[src/rtl/usb_sie_tx.sv]
// USB SIE packet transmitter: emits handshake packets (PID) or data packets
// (PID, payload, CRC16) byte by byte to the transceiver TX byte interface.
module usb_sie_tx #(
  parameter int MAX_LEN = 64
) (
  input  logic       clk,
  input  logic       reset,
  input  logic       start,
  input  logic [3:0] pid,
  input  logic       has_data,
  input  logic       zlp,
  input  logic [7:0] pl_data,
  input  logic       pl_valid,
  input  logic       pl_last,
  output logic       pl_ready,
  output logic [7:0] tx_data,
  output logic       tx_valid,
  input  logic       tx_ready,
  output logic       busy,
  output logic       done,
  output logic       error
);

  localparam int CW = $clog2(MAX_LEN + 1);

  typedef enum logic [2:0] {S_IDLE, S_PID, S_DATA, S_CRC_LO, S_CRC_HI} state_t;

  state_t         state_q, state_d;
  logic           load_pid, take_hold, send_lo, send_hi, finish, underrun, accept;
  logic [15:0]    crc_q;
  logic [7:0]     hold_data;
  logic           hold_full, hold_last, fetch_done, hd_q, zlp_q, cur_last, ovf_q;
  logic [CW-1:0]  fetch_cnt;

  // Reflected CRC16 (poly 0xA001), one payload byte at a time.
  function automatic logic [15:0] crc16_byte(input logic [15:0] c, input logic [7:0] d);
    logic [15:0] r;
    r = c ^ {8'h00, d};
    for (int i = 0; i < 8; i++) r = r[0] ? ((r >> 1) ^ 16'hA001) : (r >> 1);
    return r;
  endfunction

  // Fetching stops once the final byte (real or length-forced) sits in the hold.
  assign pl_ready = busy & hd_q & ~zlp_q & ~hold_full & ~fetch_done;
  assign accept   = pl_valid & pl_ready;

  always_ff @(posedge clk or negedge reset) begin
    if (!reset) state_q <= S_IDLE;
    else        state_q <= state_d;
  end

  always_comb begin
    state_d   = state_q;
    load_pid  = 1'b0;
    take_hold = 1'b0;
    send_lo   = 1'b0;
    send_hi   = 1'b0;
    finish    = 1'b0;
    underrun  = 1'b0;
    case (state_q)
      S_IDLE: if (start) begin
        load_pid = 1'b1;
        state_d  = S_PID;
      end
      S_PID: if (tx_ready) begin
        if (!hd_q) begin
          finish  = 1'b1;
          state_d = S_IDLE;
        end else if (zlp_q) begin
          send_lo = 1'b1;
          state_d = S_CRC_LO;
        end else if (hold_full) begin
          take_hold = 1'b1;
          state_d   = S_DATA;
        end else begin
          underrun = 1'b1;
          state_d  = S_IDLE;
        end
      end
      S_DATA: if (tx_ready) begin
        if (cur_last) begin
          send_lo = 1'b1;
          state_d = S_CRC_LO;
        end else if (hold_full) begin
          take_hold = 1'b1;
        end else begin
          underrun = 1'b1;
          state_d  = S_IDLE;
        end
      end
      S_CRC_LO: if (tx_ready) begin
        send_hi = 1'b1;
        state_d = S_CRC_HI;
      end
      S_CRC_HI: if (tx_ready) begin
        finish  = 1'b1;
        state_d = S_IDLE;
      end
      default: state_d = S_IDLE;
    endcase
  end

  always_ff @(posedge clk or negedge reset) begin
    if (!reset) begin
      tx_data    <= 8'h00;
      tx_valid   <= 1'b0;
      busy       <= 1'b0;
      done       <= 1'b0;
      error      <= 1'b0;
      crc_q      <= 16'hFFFF;
      hold_data  <= 8'h00;
      hold_full  <= 1'b0;
      hold_last  <= 1'b0;
      fetch_done <= 1'b0;
      fetch_cnt  <= '0;
      hd_q       <= 1'b0;
      zlp_q      <= 1'b0;
      cur_last   <= 1'b0;
      ovf_q      <= 1'b0;
    end else begin
      done  <= 1'b0;
      error <= 1'b0;
      if (load_pid) begin
        tx_data    <= {~pid, pid};
        tx_valid   <= 1'b1;
        busy       <= 1'b1;
        crc_q      <= 16'hFFFF;
        hd_q       <= has_data;
        zlp_q      <= zlp;
        hold_full  <= 1'b0;
        fetch_done <= 1'b0;
        fetch_cnt  <= '0;
        cur_last   <= 1'b0;
        ovf_q      <= 1'b0;
      end
      // The MAX_LEN-th fetched byte is forced to be last; without pl_last it flags overflow.
      if (accept) begin
        hold_data <= pl_data;
        hold_full <= 1'b1;
        fetch_cnt <= fetch_cnt + CW'(1);
        hold_last <= pl_last | (fetch_cnt == CW'(MAX_LEN - 1));
        if (pl_last || fetch_cnt == CW'(MAX_LEN - 1)) fetch_done <= 1'b1;
        if (!pl_last && fetch_cnt == CW'(MAX_LEN - 1)) ovf_q <= 1'b1;
      end
      if (take_hold) begin
        tx_data   <= hold_data;
        cur_last  <= hold_last;
        hold_full <= 1'b0;
        crc_q     <= crc16_byte(crc_q, hold_data);
      end
      if (send_lo) tx_data <= ~crc_q[7:0];
      if (send_hi) tx_data <= ~crc_q[15:8];
      if (finish || underrun) begin
        tx_valid <= 1'b0;
        busy     <= 1'b0;
        done     <= 1'b1;
        error    <= underrun | ovf_q;
      end
    end
  end

endmodule

[config.mk]
export PLATFORM = sky130hd
export DESIGN_NAME = usb_sie_tx
export DESIGN_NICKNAME = d
export VERILOG_FILES = /design/src/rtl/usb_sie_tx.sv
export SDC_FILE = /design/constraint.sdc
export NUM_CORES = 1
export LEC_CHECK = 0
export ABC_AREA = 1
export BUFFER_PORTS_ARGS = -buffer_cell sky130_fd_sc_hd__buf_2
export CAP_MARGIN = 20
export CORE_ASPECT_RATIO = 0.5
export CORE_MARGIN = 4
export CORE_UTILIZATION = 51
export DETAILED_ROUTE_END_ITERATION = 12
export PLACE_DENSITY = 0.71
export SLEW_MARGIN = 20
export SYNTH_ARGS = -nofsm -noshare
export SYNTH_HDL_FRONTEND = slang
export SYNTH_SLANG_ARGS = --single-unit
[constraint.sdc]
create_clock -name clk -period 2.1 [get_ports clk]
set_input_delay 0.21 -clock clk [delete_from_list [all_inputs] [get_ports clk]]
set_output_delay 0.21 -clock clk [all_outputs]
set_load 0.01 [all_outputs]
# Word-level counts from Yosys, hierarchy flattened
# Index checks and enable logic that the tools add are counted.
# totals
out_inout_bits	13
mem_bits_rw	0
memories	0
latchBits	0
regBits	52
word_cells	128
rom_bits	0
# classes
mul	0
order_cmp	0
n_mux	68
n_addsub	1
reduce_logical	11
div	0
n_eq_ne	11
bitwise	22
n_shift	0
# op_table
cell	n
16-bit 2-to-1 mux	10
1-bit 2-to-1 mux	37
8-bit 2-to-1 mux	4
2-bit NOT with 3-bit output	8
3-bit 2-to-1 mux	7
8-bit NOT	2
16-bit by 8-bit bitwise XOR with 16-bit output	1
3-bit case mux with 5 select lines	1
7-bit 2-to-1 mux	2
2-bit != test (second input constant)	5
1-bit case mux with 2 select lines	4
7-bit by 1-bit adder with 7-bit output (second input constant)	1
7-bit by 6-bit equality test with 1-bit output (second input constant)	1
3-bit by 2-bit equality test with 1-bit output (second input constant)	2
2-bit 2-to-1 mux	3
6-bit AND reduction	1
2-bit nonzero test	3
1-bit bitwise AND	5
4-bit NOT	1
4-bit nonzero test	1
3-bit by 1-bit equality test with 1-bit output (second input constant)	1
3-bit equality test (second input constant)	1
3-bit zero test	1
3-bit != test (second input constant)	1
other kinds (6)	10

# Depth between registers and ports, before layout
# Gate-level depths: netlist of run 1.
# depth
depth_word	18
mapped_depth	15

# Worst setup path before layout of run 1
# OpenSTA, ideal clock, no wires.
# synth_path
kind	register -> register
start	register hold_full
end	register hold_last
t_required_ns	2.026
synth_period_minus_slack_ns	1.619
arrival_time_ns	1.545
stages_incl_launch_ff	9
path_buffers	1
setup_slack_ns	0.481
setup_ns	0.074
cell_sequence	dfrtp_1 > nor2_2 > nand2_2 > nor3_4 > nand2_2 > buf_6 > or3_4 > a21boi_4 > o21ai_2
# synth_between
elab_chain_cells	4
# synth_lines
item	line	text
start, declared	32	logic hold_full, hold_last, fetch_done, hd_q, zlp_q, cur_last, ovf_q;
start signal, assigned	112	hold_full <= 1'b0;
start signal, assigned	130	hold_full <= 1'b0;
start signal, assigned	139	hold_full <= 1'b1;
1-bit NOT	44	assign pl_ready = busy & hd_q & ~zlp_q & ~hold_full & ~fetch_done;
1-bit bitwise AND (2 in a row)	44	
named net pl_ready	15	output logic pl_ready,
1-bit bitwise AND	45	assign accept = pl_valid & pl_ready;
end signal, assigned	141	hold_last <= pl_last | (fetch_cnt == CW'(MAX_LEN - 1));
end, declared	32	
# The timed path passes the listed nets, and every way through them passes these cells.
# A chain may end at the register's enable or synchronous reset.

# Worst setup path after layout of run 1
# layout_path
start	register state_q[0]
end	register tx_data[6]
# layout_between
elab_chain_cells	5
elab_cells_between_ends	12
# layout_lines
item	line	text
start, declared	28	state_t state_q, state_d;
start signal, assigned	49	else state_q <= state_d;
3-bit by 2-bit equality test with 1-bit output or 3-bit by 1-bit equality test with 1-bit output (tied branches)	60	case (state_q)
1-bit case mux with 2 select lines	60	
8-bit 2-to-1 mux	145	if (take_hold) begin
8-bit 2-to-1 mux	151	if (send_lo) tx_data <= ~crc_q[7:0];
8-bit 2-to-1 mux	152	if (send_hi) tx_data <= ~crc_q[15:8];
end signal, assigned	146	tx_data <= hold_data;
end signal, assigned	151	
end signal, assigned	152	
end, declared	16	output logic [7:0] tx_data,
# Several ways; a longest one is shown, not always the timed one.

==> summary.txt, run 1 <==
Clock tree
  – CTS clk-pin slew, worst paths: 90 ps
  – Clk buf depth: 2
  – Clock sink count: 52
  – Worst skew pair latency: 310 ps
  – H-tree level count: 2
  – Total CTS buffers: 5
  – CTS tree: built
  – Root buffer cell: clkbuf_8

Synth
  – Async SR Flop Fraction: 1.00
  – Cells after Synth: 368
  – Sequential area share after synthesis: 0.462
  – Ys flop type: dfrtp_1
  – Post-synth EDFFs: 0
  – Synth area leaders: dfrtp_1 31%, dfstp_2 15%, nand2_1 15%
  – Yosys top cell by area: dfrtp_1
  – Ys Warns: 0
  – Mapped cell area: 2860 sq um
  – Dominant cell by count in the synthesized netlist: nand2_1
  – Syn_area_per_cell: 7.78 sq um
  – Post-synth top cells: 111 x nand2_1, 51 x inv_1, 39 x o21ai_0
  – Net Count, Synth: 389
  – Post-synth top area share: 0.315
  – Library cells used by synthesis: 37
  – Synth Register Bits: 52

Detailed routing
  – Vias per inst: 5.35
  – Routed wire length per instance: 14.4 um
  – Total number of vias: 2569
  – DRT antenna net count: 0
  – Initial drt markers: 176
  – DRC viols: 0
  – Final WL: 6920 um
  – Pre-Repair DR Iteration Count: 5

Pwr
  – Clock power frac: 0.139
  – Internal power: 2350 uW
  – Leakage power: 0.00167 uW
  – Comb power frac: 0.497
  – Pwr per Cell Area: 1350 nW/um^2
  – Psw: 2010 uW
  – Worst vdd ir: 608 uV
  – Switching share of total power: 0.462
  – Sequential share of power: 0.365

Timing
  – Sum Neg Setup Slack: 0 ps
  – Fin. max-slew vios: 0
  – Final Skew: 4.58 ps
  – Final setup violating endpoints: 0
  – Highest clock rate: 525 MHz
  – Period utilisation layout: 0.907
  – Post-route minimum period: 1900 ps
  – RSZ-0062 raised after global routing: false
  – Worst setup margin: 196 ps
  – Max-slew headroom: 0.657
  – Slew at the pin with the worst max-slew slack: 514 ps
  – Final Hold Vio Count: 0
  – WHS: 98.4 ps

Floorplanning
  – Std cell rows: 18
  – Die Span Y: 61.0 um
  – DIE WIDTH: 114 um
  – Core area: 5160 sq um
  – # IOs: 33
  – Initial core utilization: 0.555
  – Die area: 6950 sq um

Placement
  – Pre-CTS setup slack: 241 ps
  – PortBufs: 32
  – Gp weighted congestion: 0.921
  – Dpl hpwl: 5130 um
  – Post-DP Area: 3110 sq um

Finish
  – Fin area: 3240 sq um
  – P&R area growth vs syn: 13.1%
  – Final core occ: 0.628
  – Filler instances: 439
  – Antenna diodes: 0
  – Layout Nets: 430
  – Fraction of layout cells with a size suffix above 1: 0.217

Global route
  – Vias in the first global route: 2545
  – Global-route wire length before repair: 11700 um
  – Largest net degree at the start of global routing: 53
  – Global route total overflow: 0
  – Initial antenna violation count: 0
  – Total GRT Usage: 0.215

Worst setup path
  – R2R setup slack: 200 ps
  – Crit Path Max Fanout: 8
  – CP Launch Type: flip-flop
  – Critical Path End Type: flip-flop
  – CP required: 2300 ps
  – WS Path Type: flip-flop to flip-flop
  – Worst EP arrival: 2110 ps

Job
  – Max_cap viols: 0

Min path
  – Hold Path Class: primary input to flip-flop

Status
  – Status: completed
critical path, cell delays in order (launching register included):
cell and delay, ps:
dfrtp_1 420, inv_1 120, nand3_2 110, inv_2 100, o21ai_1 90, nand2_2 160
nand2_4 120, nor3_4 290, inv_1 170, o211ai_1 140, nand2_1 70
flip-flops by register name (all words and copies together), names as in the netlist, 3 cells and up:
register	flops
crc_q	16
fetch_cnt	7
hold_data	8
state_q	3
tx_data	8
timing repair:
item                                    4_1_cts  5_1_grt
setup buffers                                 0        2
endpoints found under the setup margin        0        4
hold buffers                                  1        0
resized for setup                             0        2
hold endpoints to repair                     36        0
cell families after synthesis:
family                   after synthesis  share of synthesized area
AND/OR/NAND/NOR                      161                      0.252
AO/OA/AOI/OAI                         87                      0.176
buffers and inverters                 64                     0.0962
adder cells (fa/ha/maj)                1                    0.00437
flip-flops                            52                      0.462
XOR/XNOR                               3                    0.00918
cells in the final DEF, fill, tap and decap left out, types with 2 or more instances in the layout:
cell / synthesis / final
nand2_2: 4 / 6
o21ai_1: 2 / 2
clkbuf_8: 0 / 6
nand2_1: 111 / 109
dfrtp_1: 36 / 36
dfstp_2: 16 / 16
a21oi_1: 24 / 24
xor2_1: 2 / 2
nor2_2: 2 / 2
a32oi_1: 5 / 5
buf_2: 4 / 32
nor2_1: 19 / 19
nor2_4: 3 / 3
o22ai_1: 2 / 2
a31oi_1: 3 / 3
inv_2: 3 / 3
inv_1: 51 / 51
nor3_4: 2 / 2
o21ai_0: 39 / 39
buf_4: 2 / 9
nand3_1: 11 / 11
nor3_1: 2 / 2
o211ai_1: 2 / 2
nand3_2: 3 / 3
a22oi_1: 5 / 5
path summary, 6_finish.rpt:
kind	from	to	cells past startpoint
worst min register to register	fetch_cnt[5]	fetch_cnt[5]	1
worst min-delay path	pl_data[6]	hold_data[6]	3
min in group asynchronous	reset	hd_q	3
max in group asynchronous	reset	crc_q[0]	3
worst max-delay path	state_q[0]	tx_data[6]	10
worst max register to register	state_q[0]	tx_data[6]	10
layout make-up:
| class | count | area, sq um | share of cell area |
|---|---|---|---|
| clock buffers | 7 | 86.3 | 0.0267 |
| clock inverters | 1 | 7.51 | 0.00232 |
| inverters | 55 | 206 | 0.0638 |
| multi-input cells | 252 | 1270 | 0.392 |
| flip-flops and latches | 52 | 1320 | 0.408 |
| well taps | 70 | 87.6 | 0.0271 |
| repair buffers | 43 | 258 | 0.0796 |
through the flow:
step,total power [uW],cells
global route,4780,480
global placement,3610,469
detailed placement,3690,469
CTS,4310,478
finish,4360,480
floorplan,3120,368
power groups by stage:
stage | Sequential [uW] | Clock [uW] | Combinational (uW)
final | 1590 | 605 | 2170
after global routing | 1630 | 670 | 2480
after CTS | 1590 | 615 | 2110
after detailed placement | 1600 | 0 | 2090
after global placement | 1580 | 0 | 2030
after floorplan | 1590 | 0 | 1530
per-layer routing:
| metal | global-route usage | part of all wire |
|---|---|---|
| met5 | 0 | 0 |
| met4 | 0.0728 | 0.0075 |
| met2 | 0.369 | 0.47 |
| met3 | 0.0498 | 0.065 |
| met1 | 0.277 | 0.46 |
(Power assumes the default switching activity.)
==> inputs of run 2 (changes only) <==
- CORE_ASPECT_RATIO: 0.5 -> default
- CTS_BUF_LIST: default -> sky130_fd_sc_hd__clkbuf_2 sky130_fd_sc_hd__clkbuf_4 sky130_fd_sc_hd__clkbuf_8
==> run 2 against run 1 <==
Sequential power about the same. Setup slack improved by 12 ps. Clock skew grew 9.2 ps. Critical path depth unchanged. Register-to-register slack hardly changed. Via count decreased by 3.7%. Power increased by 1.5%. Utilization shrank 3.3 points. Critical path type unchanged. Highest routed layer unchanged.
==> summary.txt, run 2 (synthesized netlist as in run 1, its figures left out) <==
Status
  – Status: completed

Timing
  – Slew at the pin with the worst max-slew slack: 615 ps
  – Post-route minimum period: 1890 ps
  – Final setup violating endpoints: 0
  – Period utilisation layout: 0.901
  – Fin. max-slew vios: 0
  – RSZ-0062 raised after global routing: false
  – Max-slew headroom: 0.590
  – Final Skew: 13.8 ps
  – Final Hold Vio Count: 0
  – Sum Neg Setup Slack: 0 ps
  – Highest clock rate: 528 MHz

Finish
  – Leading registers by flop count: crc_q x16, hold_data x8, tx_data x8
  – Antenna diodes: 0
  – Layout Nets: 428
  – Max FFs per register: 16
  – Final non-filler cell total: 480
  – Most frequent cells in the layout: 111 x nand2_1, 51 x inv_1, 39 x o21ai_0
  – P&R area growth vs syn: 13.6%
  – Largest reg by FF count: crc_q
  – Most common cell after layout, fill and taps aside: nand2_1
  – Fraction of layout cells with a size suffix above 1: 0.211

Detailed routing
  – Met3 wire length: 428 um
  – Final WL: 6390 um
  – Routed wire length per instance: 13.3 um
  – Vias per inst: 5.15
  – Total number of vias: 2474
  – DR top layer: met4
  – DRC viols: 0
  – Pre-Repair DR Iteration Count: 4
  – Met2 routed WL: 2900 um
  – Met1 wire length: 3000 um
  – Initial drt markers: 164
  – DRT antenna net count: 0

Placement
  – PortBufs: 32
  – Cells after DPL: 471
  – Gp weighted congestion: 0.883
  – Dpl hpwl: 4870 um

Pwr
  – Worst vdd ir: 700 uV
  – Pwr per Cell Area: 1360 nW/um^2
  – Leakage power: 0.00169 uW

Worst setup path
  – CP Launch Type: flip-flop
  – Worst r2r path cells: 10
  – Worst EP arrival: 2100 ps
  – Crit Path Max Fanout: 17
  – WS Path Type: flip-flop to flip-flop
  – CP required: 2310 ps
  – Critical Path End Type: flip-flop

Floorplanning
  – Die Span Y: 82.9 um
  – # IOs: 33
  – Core area: 5470 sq um
  – Std cell rows: 27
  – Die area: 6870 sq um
  – Initial core utilization: 0.523
  – DIE WIDTH: 82.9 um

Min path
  – Hold Path Depth: 3
  – Hold Path Class: primary input to flip-flop

Clock tree
  – Clock sink count: 52
  – CTS tree: built
  – CTS clk-pin slew, worst paths: 110 ps
  – H-tree level count: 2
  – Clk buf depth: 2
  – Total CTS buffers: 5
  – Root buffer cell: clkbuf_8
  – Worst skew pair latency: 310 ps

Global route
  – Global-route wire length before repair: 10700 um
  – Global route total overflow: 0
  – Total GRT Usage: 0.187
  – Initial antenna violation count: 0
  – Largest net degree at the start of global routing: 28
  – Vias in the first global route: 2342

Job
  – Max_cap viols: 0
==> run 2: cell types whose count changed in the layout (fill, tap and decap cells not counted), sizes merged <==
| cell | previous run | this run |
|---|---|---|
| bufinv | 0 | 1 |
| buf | 42 | 40 |
| clkinv | 1 | 2 |
| clkbuf | 7 | 6 |
| clkinvlp | 1 | 0 |
==> run 2: what timing repair did <==
| item | in CTS | in global routing |
|---|---|---|
| buffers inserted | 0 | 0 |
| setup endpoints to repair | 0 | 4 |
| hold buffers | 1 | 0 |
| gates resized for setup | 0 | 1 |
| hold endpoints to repair | 19 | 0 |
==> run 2: path summary, 6_finish.rpt <==
path                                     end          from  slack (ps)
worst max-delay path              tx_data[6]    state_q[0]         210
worst min-delay path            hold_data[7]    pl_data[7]          90
worst max register to register    tx_data[6]    state_q[0]         210
worst min register to register  fetch_cnt[5]  fetch_cnt[5]         470
max in group asynchronous          crc_q[12]         reset        1020
min in group asynchronous       hold_data[0]         reset         430
==> run 2: area by class of cell <==
class / count / area [sq um]
repair buffers: 41 / 243
well taps: 72 / 90.1
fillers: 520 / 2220
multi-input cells: 252 / 1270
inverters: 55 / 206
clock inverters: 2 / 38.8
flip-flops and latches: 52 / 1320
clock buffers: 6 / 82.6
==> run 2: report_power, final <==
part / switching, uW / internal [uW] / leakage (uW)
logic: 1380 / 723 / 0.00100
registers: 242 / 1340 / 0.000627
clock network: 346 / 390 / 0.0000614
==> run 2: routing by layer <==
layer / global-route usage / vias to the layer above
met5: 0 / -
met1: 0.265 / 1132
met2: 0.292 / 71
li1: - / 1263
met3: 0.0417 / 8
met4: 0.0461 / 0
==> run 2: critical path, stage by stage (launching register included) <==
cell and delay, ps:
dfrtp_1 420, inv_1 120, nand3_2 120, inv_2 110, o21ai_1 110, nand2_4 180, nand2_4 100, nor3_4 260
inv_1 180, o211ai_1 130, nand2_1 70
==> run 2: per-stage QoR <==
stage / hold slack (ps) / instance area, sq um / setup WS (ps) / power [uW] / utilization
4_1_cts: 85.6 / 3250 / 131 / 4430 / 0.593
3_3_place_gp: 264 / 3120 / 248 / 3620 / 0.569
5_1_grt: 96.3 / 3250 / 7.00 / 4800 / 0.594
3_5_place_dp: 252 / 3120 / 153 / 3680 / 0.569
6_report: 92.4 / 3250 / 208 / 4430 / 0.594
2_1_floorplan: -85.6 / 2860 / 481 / 3120 / -
